`config.mk`:
```
export PLATFORM = sky130hd
export DESIGN_NAME = modn_counter_ctrl
export DESIGN_NICKNAME = d
export VERILOG_FILES = /design/src/rtl/modn_counter_ctrl_pkg.sv /design/src/rtl/modn_counter_ctrl_counter.sv /design/src/rtl/modn_counter_ctrl.sv
export VERILOG_INCLUDE_DIRS = /design/src /design/src/rtl
export SDC_FILE = /design/constraint.sdc
export NUM_CORES = 1
export LEC_CHECK = 0
export CORE_ASPECT_RATIO = 0.75
export CORE_MARGIN = 2
export CORE_UTILIZATION = 43
export DETAILED_ROUTE_END_ITERATION = 10
export PLACE_DENSITY = 0.74
export SETUP_SLACK_MARGIN = 0.4
export SYNTH_ARGS = -nofsm -noshare
export SYNTH_HDL_FRONTEND = slang
export SYNTH_SLANG_ARGS = --single-unit
```
`constraint.sdc`:
```
create_clock -name clock -period 1.5 [get_ports clock]
set_input_delay 0.375 -clock clock [delete_from_list [all_inputs] [get_ports clock]]
set_output_delay 0.375 -clock clock [all_outputs]
set_load 0.05 [all_outputs]
```
`src/rtl/modn_ctrl_defs.vh`:
```
// modn_ctrl_defs: state encodings and state width shared by RTL and bench
`ifndef MODN_CTRL_DEFS_VH
`define MODN_CTRL_DEFS_VH
localparam int STATE_W = 2;
localparam logic [STATE_W-1:0] ST_IDLE  = 2'd0;
localparam logic [STATE_W-1:0] ST_RUN   = 2'd1;
localparam logic [STATE_W-1:0] ST_PAUSE = 2'd2;
localparam logic [STATE_W-1:0] ST_DONE  = 2'd3;
`endif

```
`src/rtl/modn_counter_ctrl_pkg.sv`:
```
// modn_counter_ctrl_pkg: state type and helpers for the mod-N run controller
package modn_counter_ctrl_pkg;
`include "modn_ctrl_defs.vh"
  typedef enum logic [STATE_W-1:0] {
    IDLE  = ST_IDLE,
    RUN   = ST_RUN,
    PAUSE = ST_PAUSE,
    DONE  = ST_DONE
  } state_e;
endpackage

```
`src/rtl/modn_counter_ctrl_counter.sv`:
```
// modn_counter: mod-N up-counter datapath with enable and synchronous clear
module modn_counter #(
  parameter int WIDTH   = 3,
  parameter int MODULUS = 6
) (
  input  logic             clock,
  input  logic             reset,
  input  logic             en,
  input  logic             clr,
  output logic [WIDTH-1:0] count,
  output logic             tc_raw
);
  logic [WIDTH-1:0] count_q, count_d;
  always_comb begin
    tc_raw  = count_q == WIDTH'(MODULUS - 1);
    count_d = clr ? '0 : en ? (tc_raw ? '0 : count_q + WIDTH'(1)) : count_q;
  end
  always_ff @(posedge clock) begin
    if (reset) count_q <= '0;
    else       count_q <= count_d;
  end
  assign count = count_q;
endmodule

```
`src/rtl/modn_counter_ctrl.sv`:
```
// modn_counter_ctrl: start/pause/abort run controller counting bursts of mod-N wraps
// Optional wraps output enabled by MODN_CTRL_WRAPS_EN.
module modn_counter_ctrl
  import modn_counter_ctrl_pkg::*;
#(
  parameter int WIDTH   = 3,
  parameter int MODULUS = 6,
  parameter int BURST_W = 8
) (
  input  logic               clock,
  input  logic               reset,
  input  logic               start,
  input  logic               pause,
  input  logic               abort,
  input  logic [BURST_W-1:0] burst_len,
  output logic [WIDTH-1:0]   count,
  output logic               tc,
  output logic               busy,
  output logic               done,
`ifdef MODN_CTRL_WRAPS_EN
  output logic [BURST_W-1:0] wraps,
`endif
  output logic [STATE_W-1:0] state
);
  state_e             state_q, state_d;
  logic [BURST_W-1:0] remaining_q, remaining_d;
  logic               en, clr, tc_raw, accept, wrap, last;
  modn_counter #(.WIDTH(WIDTH), .MODULUS(MODULUS)) u_cnt (
    .clock (clock),
    .reset (reset),
    .en    (en),
    .clr   (clr),
    .count (count),
    .tc_raw(tc_raw)
  );
  always_comb begin
    accept      = state_q == IDLE && !abort && !pause && start;
    en          = state_q == RUN && !abort && !pause;
    clr         = abort || !(state_q == RUN || state_q == PAUSE);
    wrap        = en && tc_raw;
    last        = remaining_q == BURST_W'(1);
    remaining_d = accept ? burst_len
                : (wrap && remaining_q > BURST_W'(1)) ? remaining_q - BURST_W'(1)
                : remaining_q;
    case (state_q)
      IDLE:    state_d = accept ? RUN : IDLE;
      RUN:     state_d = abort ? IDLE : pause ? PAUSE : (wrap && last) ? DONE : RUN;
      PAUSE:   state_d = abort ? IDLE : pause ? PAUSE : RUN;
      default: state_d = IDLE;
    endcase
  end
  always_ff @(posedge clock) begin
    if (reset) begin
      state_q     <= IDLE;
      remaining_q <= '0;
    end else begin
      state_q     <= state_d;
      remaining_q <= remaining_d;
    end
  end
`ifdef MODN_CTRL_WRAPS_EN
  logic [BURST_W-1:0] wraps_q, wraps_d;
  always_comb wraps_d = accept ? '0 : (wrap && wraps_q != '1) ? wraps_q + BURST_W'(1) : wraps_q;
  always_ff @(posedge clock) begin
    if (reset) wraps_q <= '0;
    else       wraps_q <= wraps_d;
  end
  assign wraps = wraps_q;
`endif
  assign state = state_q;
  assign tc    = state_q == RUN && tc_raw;
  assign busy  = state_q == RUN || state_q == PAUSE;
  assign done  = state_q == DONE;
endmodule

```
* Word level (Yosys, flattened, before mapping)
Index checks and enable logic that the tools add are counted.
Operators by class: add/sub/neg operators 2, magnitude comparators 1, eq/ne operators 5, multiplexer cells 10, reductions and logical operators 17
Operators by type and width (count):
- 2-to-1 mux 8 bit | 2
- 2-to-1 mux 2 bit | 5
- logical AND 1 bit | 9
- equality test 8 x 1 -> 1 bit (second input constant) | 1
- > comparator 8 x 1 -> 1 bit (second input constant) | 1
- subtractor 8 x 1 -> 8 bit (second input constant) | 1
- one-hot mux 2 bit (3 select lines) | 1
- equality test 2 bit (second input constant) | 2
- adder 3 x 1 -> 3 bit (second input constant) | 1
- equality test 3 bit (second input constant) | 1
- logical NOT 1 bit | 3
- 2-to-1 mux 3 bit | 1
- equality test 2 x 1 -> 1 bit (second input constant) | 1
- logical NOT 2 bit | 1
- logical OR 1 bit | 2
- nonzero test 2 bit | 1
- OR reduction 2 bit | 1
- 2-to-1 mux 1 bit | 1
Storage, ports and cells: flip-flop bits (word level) 13, output and inout bits 8

* Longest topological paths before layout
Gate-level depths: netlist of the first run.
depth after elaboration 9, gate-level depth with buffers 7, gate-level depth less buffers 6

* Hierarchy
A second synthesis of the first run with hierarchy kept.
Second synthesis, totals: cells, all modules 97, area total of the unflattened synthesis 844.6 um2
Modules (own cells, without submodules):
- modn_counter_ctrl | times used 1, cells an instance 83, area an instance 701.9 um2, sequential area each 200.2 um2
- modn_counter | times used 1, cells an instance 14, area an instance 142.6 um2, sequential area each 60.1 um2

* Worst setup path after synthesis of the first run
Ideal clock, no wire load.
path type reg-to-reg, from register state_q[0], in the netlist state[0], to register remaining_q[2], setup time 0.074 ns, arrival 1.948 ns, data required time 1.426 ns, slack -0.522 ns, cell stages (with the launch flop) 6, cell sequence dfxtp_1 > ha_1 > and4bb_2 > nand2_1 > or4_1 > a31oi_1
On the way: word-level cells in the longest chain between the ends 6
RTL lines:
- start: declaration | line modn_counter_ctrl.sv:25 | state_e state_q, state_d;
- start signal: assignment | line modn_counter_ctrl.sv:57 | state_q <= state_d;
- equality test 2 x 1 -> 1 bit | line modn_counter_ctrl.sv:38 | en = state_q == RUN && !abort && !pause;
- logical AND 1 bit (2 in a row) | line modn_counter_ctrl.sv:38
- logical AND 1 bit | line modn_counter_ctrl.sv:40 | wrap = en && tc_raw;
- logical AND 1 bit | line modn_counter_ctrl.sv:43 | : (wrap && remaining_q > BURST_W'(1)) ? remaining_q - BURST_W'(1)
- nonzero test 2 bit (no source line)
- end signal: assignment | line modn_counter_ctrl.sv:58 | remaining_q <= remaining_d;
- end: declaration | line modn_counter_ctrl.sv:26 | logic [BURST_W-1:0] remaining_q, remaining_d;
Several ways; a longest one is shown, not always the timed one. A chain may end at the register's enable or synchronous reset.

* Worst setup path after layout of the first run
from register state_q[1], in the netlist state[1], to register remaining_q[6]
Same word-level chain as after synthesis.

==> impl_metrics.csv, run 1 <==
group,metric,value,unit
die,rows,13,
pwr,power.share.combinational,0.324,
pwr,p_int,0.595,mW
worst_setup_path,crit_start,"state[1]",
final_layout,drive_above_1_share,0.573,
pwr,swShare,0.337,
place,placed_area,1410,sq um
logic_synthesis,synth_compound_area_frac,0.173,
pwr,powerDensity,527,nW/um^2
pwr,p_leak,0.646,nW
sta,setup_violations,12,
clocking,htreeDepth,1,
logic_synthesis,syn_area,862,sq um
pwr,clockPowerShare,0.268,
place,place_congestion,0.882,
min_path,hp-start,"u_cnt.count[1]",
logic_synthesis,yosys.area_share.simple,0.373,
drt,drc,0,
logic_synthesis,synth-xor-area-share,0.0203,
logic_synthesis,synth_top_family_by_area,"simple AND/OR/NAND/NOR gates",
drt,firstDrtPassIters,4,
place,preCtsSetupSlack,-0.518,ns
sta,grt_setup_unrepaired,"true",
worst_setup_path,slowest_delay,0.48,ns
clocking,cts_tree,"yes",
die,core_area,1810,sq um
die,dieWidth,55.7,um
die,initial_utilization,0.477,
clocking,path_clk_slew,0.09,ns
worst_setup_path,cp_max_fo,3,
sta,max_clock_freq,583,MHz
die,die_h,42.8,um
sta,tightest_slew,0.315,ns
logic_synthesis,netlist_instances,102,
flow_run,cap_violations,0,
logic_synthesis,yosys_warnings,0,
logic_synthesis,syn_avg_cell_area,8.45,sq um
drt,num_vias,1172,
sta,timing.final.ws_setup,-0.216,ns
worst_setup_path,critical_path_depth,6,
global_route,grt_pass1_wl,6010,um
drt,routed_wl,4290,um
final_layout,insertedDiodeCount,0,
global_route,grt_usage,0.340,
clocking,cts_hold_buf,0,
drt,drt-initial-drc-count,93,
worst_setup_path,r2r_slack,-0.22,ns
worst_setup_path,r2r-end,"remaining_q[6]",
sta,slew_viol_final,0,
run_status,violations,"negative setup slack",
clocking,clock_latency,0.30,ns
logic_synthesis,yosysSeqAreaShare,0.302,
place,post-place-cells,165,
worst_setup_path,crit_family,"simple AND/OR/NAND/NOR gates",
min_path,hold_depth,2,
worst_setup_path,crit_arrival,1.95,ns
logic_synthesis,synthMuxAreaShare,0,
worst_setup_path,end_kind,"register",
worst_setup_path,crit_slowest_cell,"or4b_4",
sta,relSlewSlack,0.789,
clocking,cts_sinks,13,
sta,hold-worst-slack,0.555,ns
worst_setup_path,crit_chain,"inv_4 > ha_4 > or4b_4 > nor4_4 > a21oi_1 > nor3b_2",
worst_setup_path,required,1.73,ns
drt,drt-wirelength-per-cell,24.0,um
final_layout,syn_to_final_growth,98.0,%
logic_synthesis,ys_seq_elements,13,
final_layout,post-route-util,0.945,
logic_synthesis,synth_cell_type_count,35,
worst_setup_path,cp_num_buf_inv,1,
die,ios,21,
sta,layout_min_cycle_time,1.72,ns
global_route,grt_pass1_vias,1198,
sta,fin_skew,0.00153,ns
final_layout,layout_commonest_cell,"buf_4",
worst_setup_path,crit_type,"reg2reg",
place,place.detailed.hpwl,2180,um
global_route,grt_max_degree,20,
clocking,cts_buffer_depth,2,
sta,hold_viol,0,
sta,finalSetupTns,-1.43,ns
worst_setup_path,reg2reg_from,"state[1]",
sta,period_share,1.14,
final_layout,nets,177,
clocking,cts_made_buffers,3,
final_layout,most-common-layout-cells,"22 x buf_4, 10 x clkdlybuf4s50_1, 10 x buf_6",
place,portBuffers,20,
die,dieArea,2380,sq um
pwr,seq_power_share,0.408,
clocking,root_buffer,"clkbuf_4",
final_layout,stdcell_count,179,
run_status,outcome,"complete, but fails checks",
worst_setup_path,start_kind,"register",
min_path,hp-class,"reg2reg",
logic_synthesis,syn_nets,121,
worst_setup_path,rr_worst_depth,6,
global_route,antenna_found_initial,0,
pwr,vdd_drop_max,980,uV
drt,viasPerCell,6.55,
final_layout,final_area,1710,sq um
worst_setup_path,crit_end,"remaining_q[6]",
global_route,overflow,0,
logic_synthesis,synthAdderAreaFrac,0.0871,
pwr,p_total,0.899,mW
pwr,netSwitchingPower,0.303,mW
drt,ant_nets,0,
kinds of logic (layout without fill, tap and decap cells):
group,Yosys count,count (layout)
xor+xnor,2,2
fa+ha+maj,6,6
flops,13,13
simple gates,46,46
buf+inv,10,65
compound gates,25,25
metal layers:
layer / up-vias / wire [um] / track usage
li1: 495 / - / -
met1: 539 / 1570 / 0.372
met2: 106 / 1990 / 0.600
met3: 32 / 461 / 0.107
met4: 0 / 264 / 0.166
met5: - / 0 / 0
repair_timing:
item / 4_1_cts / 5_1_grt
endpoints found under the setup margin: 21 / 21
pin swaps: 14 / 11
gates resized for setup: 24 / 21
buffers inserted: 7 / 3
cell usage after synthesis:
cell / number / area (sq um)
a211oi_1: 1 / 7.51
a21oi_1: 6 / 30.0
a31oi_1: 5 / 31.3
a41oi_1: 1 / 8.76
and2_1: 1 / 6.26
and3_1: 1 / 6.26
and4bb_2: 1 / 12.5
buf_2: 1 / 5.00
clkbuf_1: 1 / 3.75
dfxtp_1: 13 / 260
ha_1: 6 / 75.1
inv_1: 8 / 30.0
nand2_1: 4 / 15.0
nand2b_1: 1 / 6.26
nand3_1: 3 / 15.0
nand3b_1: 1 / 7.51
nand4_1: 3 / 18.8
nand4b_1: 1 / 8.76
nand4bb_1: 3 / 33.8
nor2_1: 11 / 41.3
nor2b_1: 2 / 12.5
nor3_1: 4 / 20.0
nor3b_2: 1 / 12.5
nor4_2: 3 / 37.5
nor4_4: 1 / 21.3
o2111ai_1: 1 / 8.76
o21ai_0: 8 / 40.0
o21ai_1: 1 / 5.00
o311ai_1: 1 / 8.76
o41ai_1: 1 / 8.76
or3_1: 1 / 6.26
or4_1: 2 / 15.0
or4_4: 1 / 11.3
or4b_4: 1 / 13.8
xnor2_1: 2 / 17.5
final cells by class:
cell class              instances  area (sq um)
fillers                        47          98.8
clock buffers                   4          26.3
well taps                      22          27.5
multi-input cells              79           763
inverters                       8          32.5
repair buffers                 53           576
flip-flops and latches         13           282
registers in the layout, summed over array words and instances (netlist names):
| name | count |
|---|---|
| remaining_q | 8 |
| u_cnt.count | 3 |
| state | 2 |
power groups by stage:
stage | Clock (mW) | Combinational (mW) | Sequential, mW
floorplan | 0 | 0.102 | 0.381
global placement | 0 | 0.214 | 0.372
detailed placement | 0 | 0.226 | 0.372
CTS | 0.235 | 0.247 | 0.364
global route | 0.254 | 0.301 | 0.368
finish | 0.241 | 0.291 | 0.366
how the worst min path moves through the flow:
stage	end	slack, ns
global route	u_cnt.count[2]	0.57
global placement	u_cnt.count[2]	0.49
detailed placement	u_cnt.count[2]	0.50
finish	u_cnt.count[2]	0.55
floorplan	remaining_q[7]	0.44
CTS	u_cnt.count[2]	0.52
worst min-delay path: stages, from the launching register on:
cell and delay (ns):
dfxtp_2 0.38, nand2_1 0.09, a21oi_2 0.05
Power figures use the tool's default switching activity.
==> run 2: changes to the inputs <==
- CAP_MARGIN: not set -> 20
- SYNTH_HIERARCHICAL: not set -> 1
==> run 2 against run 1 <==
The run now fails in 5_1_grt. Synthesized cell count decreased by 4.9%. Area after synthesis decreased by 2.0%.
==> impl_metrics.csv, run 2 <==
group,metric,value,unit
run_status,outcome,"stopped before the end",
run_status,stop_stage,"5_1_grt",
run_status,firstError,"[ERROR DPL-0038] Utilization greater than 100%, impossible to legalize",
die,dieWidth,55.2,um
logic_synthesis,netlist_instances,97,
logic_synthesis,yosys_warnings,6,
logic_synthesis,synthMuxAreaShare,0,
die,rows,13,
logic_synthesis,yosysSeqAreaShare,0.308,
logic_synthesis,syn_avg_cell_area,8.71,sq um
clocking,cts_made_buffers,3,
logic_synthesis,yosys.area_share.simple,0.339,
sta,worst_endpoint,"remaining_q[3]$_SDFFE_PP0P_/D",
place,place.detailed.hpwl,1970,um
logic_synthesis,synth_common_cells,"13 x dfxtp_1, 12 x nor2_1, 6 x ha_1",
logic_synthesis,synth_cell_type_count,38,
clocking,htreeDepth,1,
place,place_congestion,0.880,
logic_synthesis,syn_nets,116,
place,post-place-cells,163,
sta,worstEpCategory,"sequential cell input",
clocking,root_buffer,"clkbuf_4",
clocking,cts_buffer_depth,2,
logic_synthesis,synth_top_area_frac,0.308,
logic_synthesis,synth_top_family_by_area,"simple AND/OR/NAND/NOR gates",
die,initial_utilization,0.472,
die,ios,21,
global_route,grt_max_degree,16,
logic_synthesis,ys.flop_type,"dfxtp_1",
logic_synthesis,syn_area,845,sq um
logic_synthesis,yosysMostFrequentCell,"dfxtp_1",
logic_synthesis,synth_area_leaders,"dfxtp_1 31%, ha_1 8.9%, nor2_1 5.3%",
logic_synthesis,synth-xor-area-share,0.0415,
logic_synthesis,ys_seq_elements,13,
clocking,cts_sinks,13,
logic_synthesis,synthAdderAreaFrac,0.0889,
logic_synthesis,netlist.top_cell.by_area,"dfxtp_1",
logic_synthesis,synth_compound_area_frac,0.191,
logic_synthesis,synth_edf_count,0,
logic_synthesis,synthArstFlopShare,0,
place,portBuffers,20,
die,die_h,42.4,um
-- run 2: cell types whose count changed after synthesis, moves of 2 or more --
cell / before / now
a21oi_1: 6 / 2
inv_1: 8 / 3
a31oi_1: 5 / 3
o21a_1: 0 / 2
o21ai_0: 8 / 1
or4_1: 2 / 4
xor2_1: 0 / 2
inv_2: 0 / 2
a311oi_1: 0 / 3
a21boi_0: 0 / 2
nor4_2: 3 / 1
nand4bb_1: 3 / 1
nor2b_1: 2 / 0
a211oi_1: 1 / 4
-- run 2: cell families after synthesis --
kind of cell | after synthesis
DFF | 13
xor gates and xnor gates | 4
buffers and inverters | 7
and+or+nand+nor | 45
AOI/OAI and AO/OA | 22
adders and majority gates | 6
-- run 2: stage by stage --
stage | util | worst slack (ns) | instance area, sq um
CTS | 0.957 | -0.204 | 1710
detailed placement | 0.790 | -0.595 | 1410
global placement | 0.790 | -0.518 | 1410
floorplan | - | -0.256 | 920
-- run 2: what timing repair did --
item                       CTS
hold buffers                 0
pin swaps                   17
buffers inserted            14
setup endpoints to repair   21
resized for setup           35
==> run 3: changes to the inputs <==
- CORE_AREA: not set -> 2 2 63 65
- CORE_ASPECT_RATIO: 0.75 -> not set
- CORE_MARGIN: 2 -> not set
- CORE_UTILIZATION: 43 -> not set
- DIE_AREA: not set -> 0 0 65 67
- PLACE_DENSITY: 0.74 -> not set
- PLACE_DENSITY_LB_ADDON: not set -> 0.15
- SETUP_SLACK_MARGIN: 0.4 -> not set
- clock period: 1.5 -> 1.95 ns (I/O delays scaled with it)
==> run 3 against run 2 <==
The run now ends clean. Synthesized cell count is the same. Area after synthesis unchanged.
==> impl_metrics.csv, run 3 <==
group,metric,value,unit
logic_synthesis,ys.flop_type,"dfxtp_1",
logic_synthesis,netlist.top_cell.by_area,"dfxtp_1",
logic_synthesis,syn_avg_cell_area,8.71,sq um
final_layout,layout_commonest_cell,"buf_4",
place,place.detailed.hpwl,1760,um
global_route,grt_max_degree,16,
pwr,power.share.combinational,0.182,
sta,relSlewSlack,0.684,
pwr,clockPowerShare,0.375,
clocking,clock_latency,0.24,ns
pwr,powerDensity,521,nW/um^2
drt,routed_wl,2310,um
global_route,antenna_found_initial,0,
global_route,grt_pass1_wl,3930,um
logic_synthesis,synth_common_cells,"13 x dfxtp_1, 12 x nor2_1, 6 x ha_1",
pwr,swShare,0.261,
pwr,p_int,0.479,mW
final_layout,nets,148,
run_status,outcome,"completed",
clocking,cts_sinks,13,
logic_synthesis,yosysMostFrequentCell,"dfxtp_1",
place,preCtsSetupSlack,-0.275,ns
die,ios,21,
worst_setup_path,crit_family,"simple AND/OR/NAND/NOR gates",
sta,tightest_slew,0.470,ns
die,dieWidth,65,um
logic_synthesis,netlist_instances,97,
clocking,path_clk_slew,0.06,ns
global_route,grt_pass1_vias,874,
sta,finalSetupTns,0,ns
final_layout,most-common-layout-cells,"15 x buf_4, 12 x nor2_1, 10 x clkdlybuf4s50_1",
logic_synthesis,syn_nets,116,
logic_synthesis,yosys_warnings,6,
clocking,root_buffer,"clkbuf_8",
place,portBuffers,20,
drt,viasPerCell,4.77,
clocking,htreeDepth,1,
final_layout,drive_above_1_share,0.273,
clocking,cts_tree,"yes",
clocking,cts_hold_buf,0,
drt,num_vias,840,
final_layout,insertedDiodeCount,0,
logic_synthesis,syn_area,845,sq um
sta,timing.final.ws_setup,0.118,ns
drt,drt-wirelength-per-cell,13.1,um
pwr,seq_power_share,0.443,
logic_synthesis,synth_area_leaders,"dfxtp_1 31%, ha_1 8.9%, nor2_1 5.3%",
final_layout,largest_register_ffs,8,
worst_setup_path,crit_type,"reg2reg",
worst_setup_path,crit_chain,"inv_2 > ha_1 > or2_1 > and3_1 > or4_4 > a311oi_2",
sta,layout_min_cycle_time,1.83,ns
logic_synthesis,synth_top_area_frac,0.308,
die,initial_utilization,0.234,
worst_setup_path,slowest_delay,0.42,ns
sta,period_share,0.940,
flow_run,cap_violations,0,
logic_synthesis,ys_seq_elements,13,
worst_setup_path,crit_slowest_cell,"or4_4",
worst_setup_path,end_kind,"register",
drt,ant_nets,0,
final_layout,top_register,"remaining_q",
worst_setup_path,start_kind,"register",
global_route,grt_usage,0.117,
worst_setup_path,cp_num_buf_inv,1,
die,dieArea,4360,sq um
die,rows,22,
sta,setup_violations,0,
sta,slew_viol_final,0,
logic_synthesis,synth_edf_count,0,
worst_setup_path,crit_arrival,1.99,ns
pwr,netSwitchingPower,0.169,mW
pwr,vdd_drop_max,192,uV
logic_synthesis,synthArstFlopShare,0,
min_path,hp-class,"reg2reg",
final_layout,ff_latch_area,268,sq um
logic_synthesis,synth_cell_type_count,38,
sta,fin_skew,0.00431,ns
final_layout,fillers,391,
clocking,cts_buffer_depth,2,
drt,drc,0,
drt,firstDrtPassIters,4,
die,die_h,67,um
global_route,overflow,0,
worst_setup_path,required,2.10,ns
place,place_congestion,0.765,
final_layout,syn_to_final_growth,47.3,%
worst_setup_path,cp_max_fo,4,
clocking,cts_made_buffers,3,
sta,hold_viol,0,
die,core_area,3610,sq um
final_layout,post-route-util,0.345,
logic_synthesis,yosysSeqAreaShare,0.308,
drt,drt-initial-drc-count,5,
pwr,p_leak,0.465,nW
sta,max_clock_freq,546,MHz
final_layout,multi_input_area,574,sq um
## run 3: cell counts after synthesis
No cell type changed its count.
## run 3: final timing paths
kind	from	to	slack (ns)	cells after the start
worst max-delay path	remaining_q[0]	remaining_q[5]	0.12	6
worst min-delay path	remaining_q[4]	remaining_q[4]	0.53	2
worst max register to register	remaining_q[0]	remaining_q[5]	0.12	6
worst min register to register	remaining_q[4]	remaining_q[4]	0.53	2
## run 3: repair_timing
action / CTS / global route
setup buffers: 0 / 0
gates resized for setup: 0 / 7
pin swaps: 3 / 2
endpoints found under the setup margin: 2 / 3
## run 3: cell type report
class / instances / area share
Inverter: 5 / 0.0151
Sequential cell: 13 / 0.215
Tap cell: 48 / 0.0483
Timing Repair Buffer: 29 / 0.223
Multi-Input combinational cell: 77 / 0.462
Clock buffer: 4 / 0.0362
## run 3: cells by family after synthesis
kind of cell	share of synthesized area
AOI/OAI and AO/OA	0.191
xor gates and xnor gates	0.0415
adders and majority gates	0.0889
buffers and inverters	0.0311
DFF	0.308
and+or+nand+nor	0.339
## run 3: stage by stage
stage                     hold slack [ns]  total power [mW]  std cells  instance area, sq um
after floorplan                     0.492             0.350         97                   850
after global placement              0.519             0.406        172                  1170
after detailed placement            0.530             0.407        172                  1170
after CTS                           0.536             0.656        176                  1220
after global routing                0.572             0.684        176                  1240
final                               0.530             0.648        176                  1240
## run 3: power groups by stage
stage	combinational, mW	clock [mW]	sequential [mW]
after floorplan	0.0582	0	0.292
after detailed placement	0.115	0	0.292
after CTS	0.116	0.254	0.286
after global placement	0.114	0	0.292
final	0.118	0.243	0.287
after global routing	0.130	0.265	0.288
## run 3: routing by layer
layer / vias to the layer above / GRT usage / wire (um) / share of wire
met5: - / 0 / 0 / 0
met4: 0 / 0.0399 / 8 / 0.0035
met3: 2 / 0.0304 / 118 / 0.051
met2: 20 / 0.204 / 1130 / 0.49
met1: 390 / 0.138 / 1050 / 0.46
li1: 428 / - / - / -
## run 3: tightest hold or removal path, cell delays in order, from the launching register on
cell and delay, ns:
dfxtp_1 0.33, nand2_1 0.06, a311oi_1 0.08
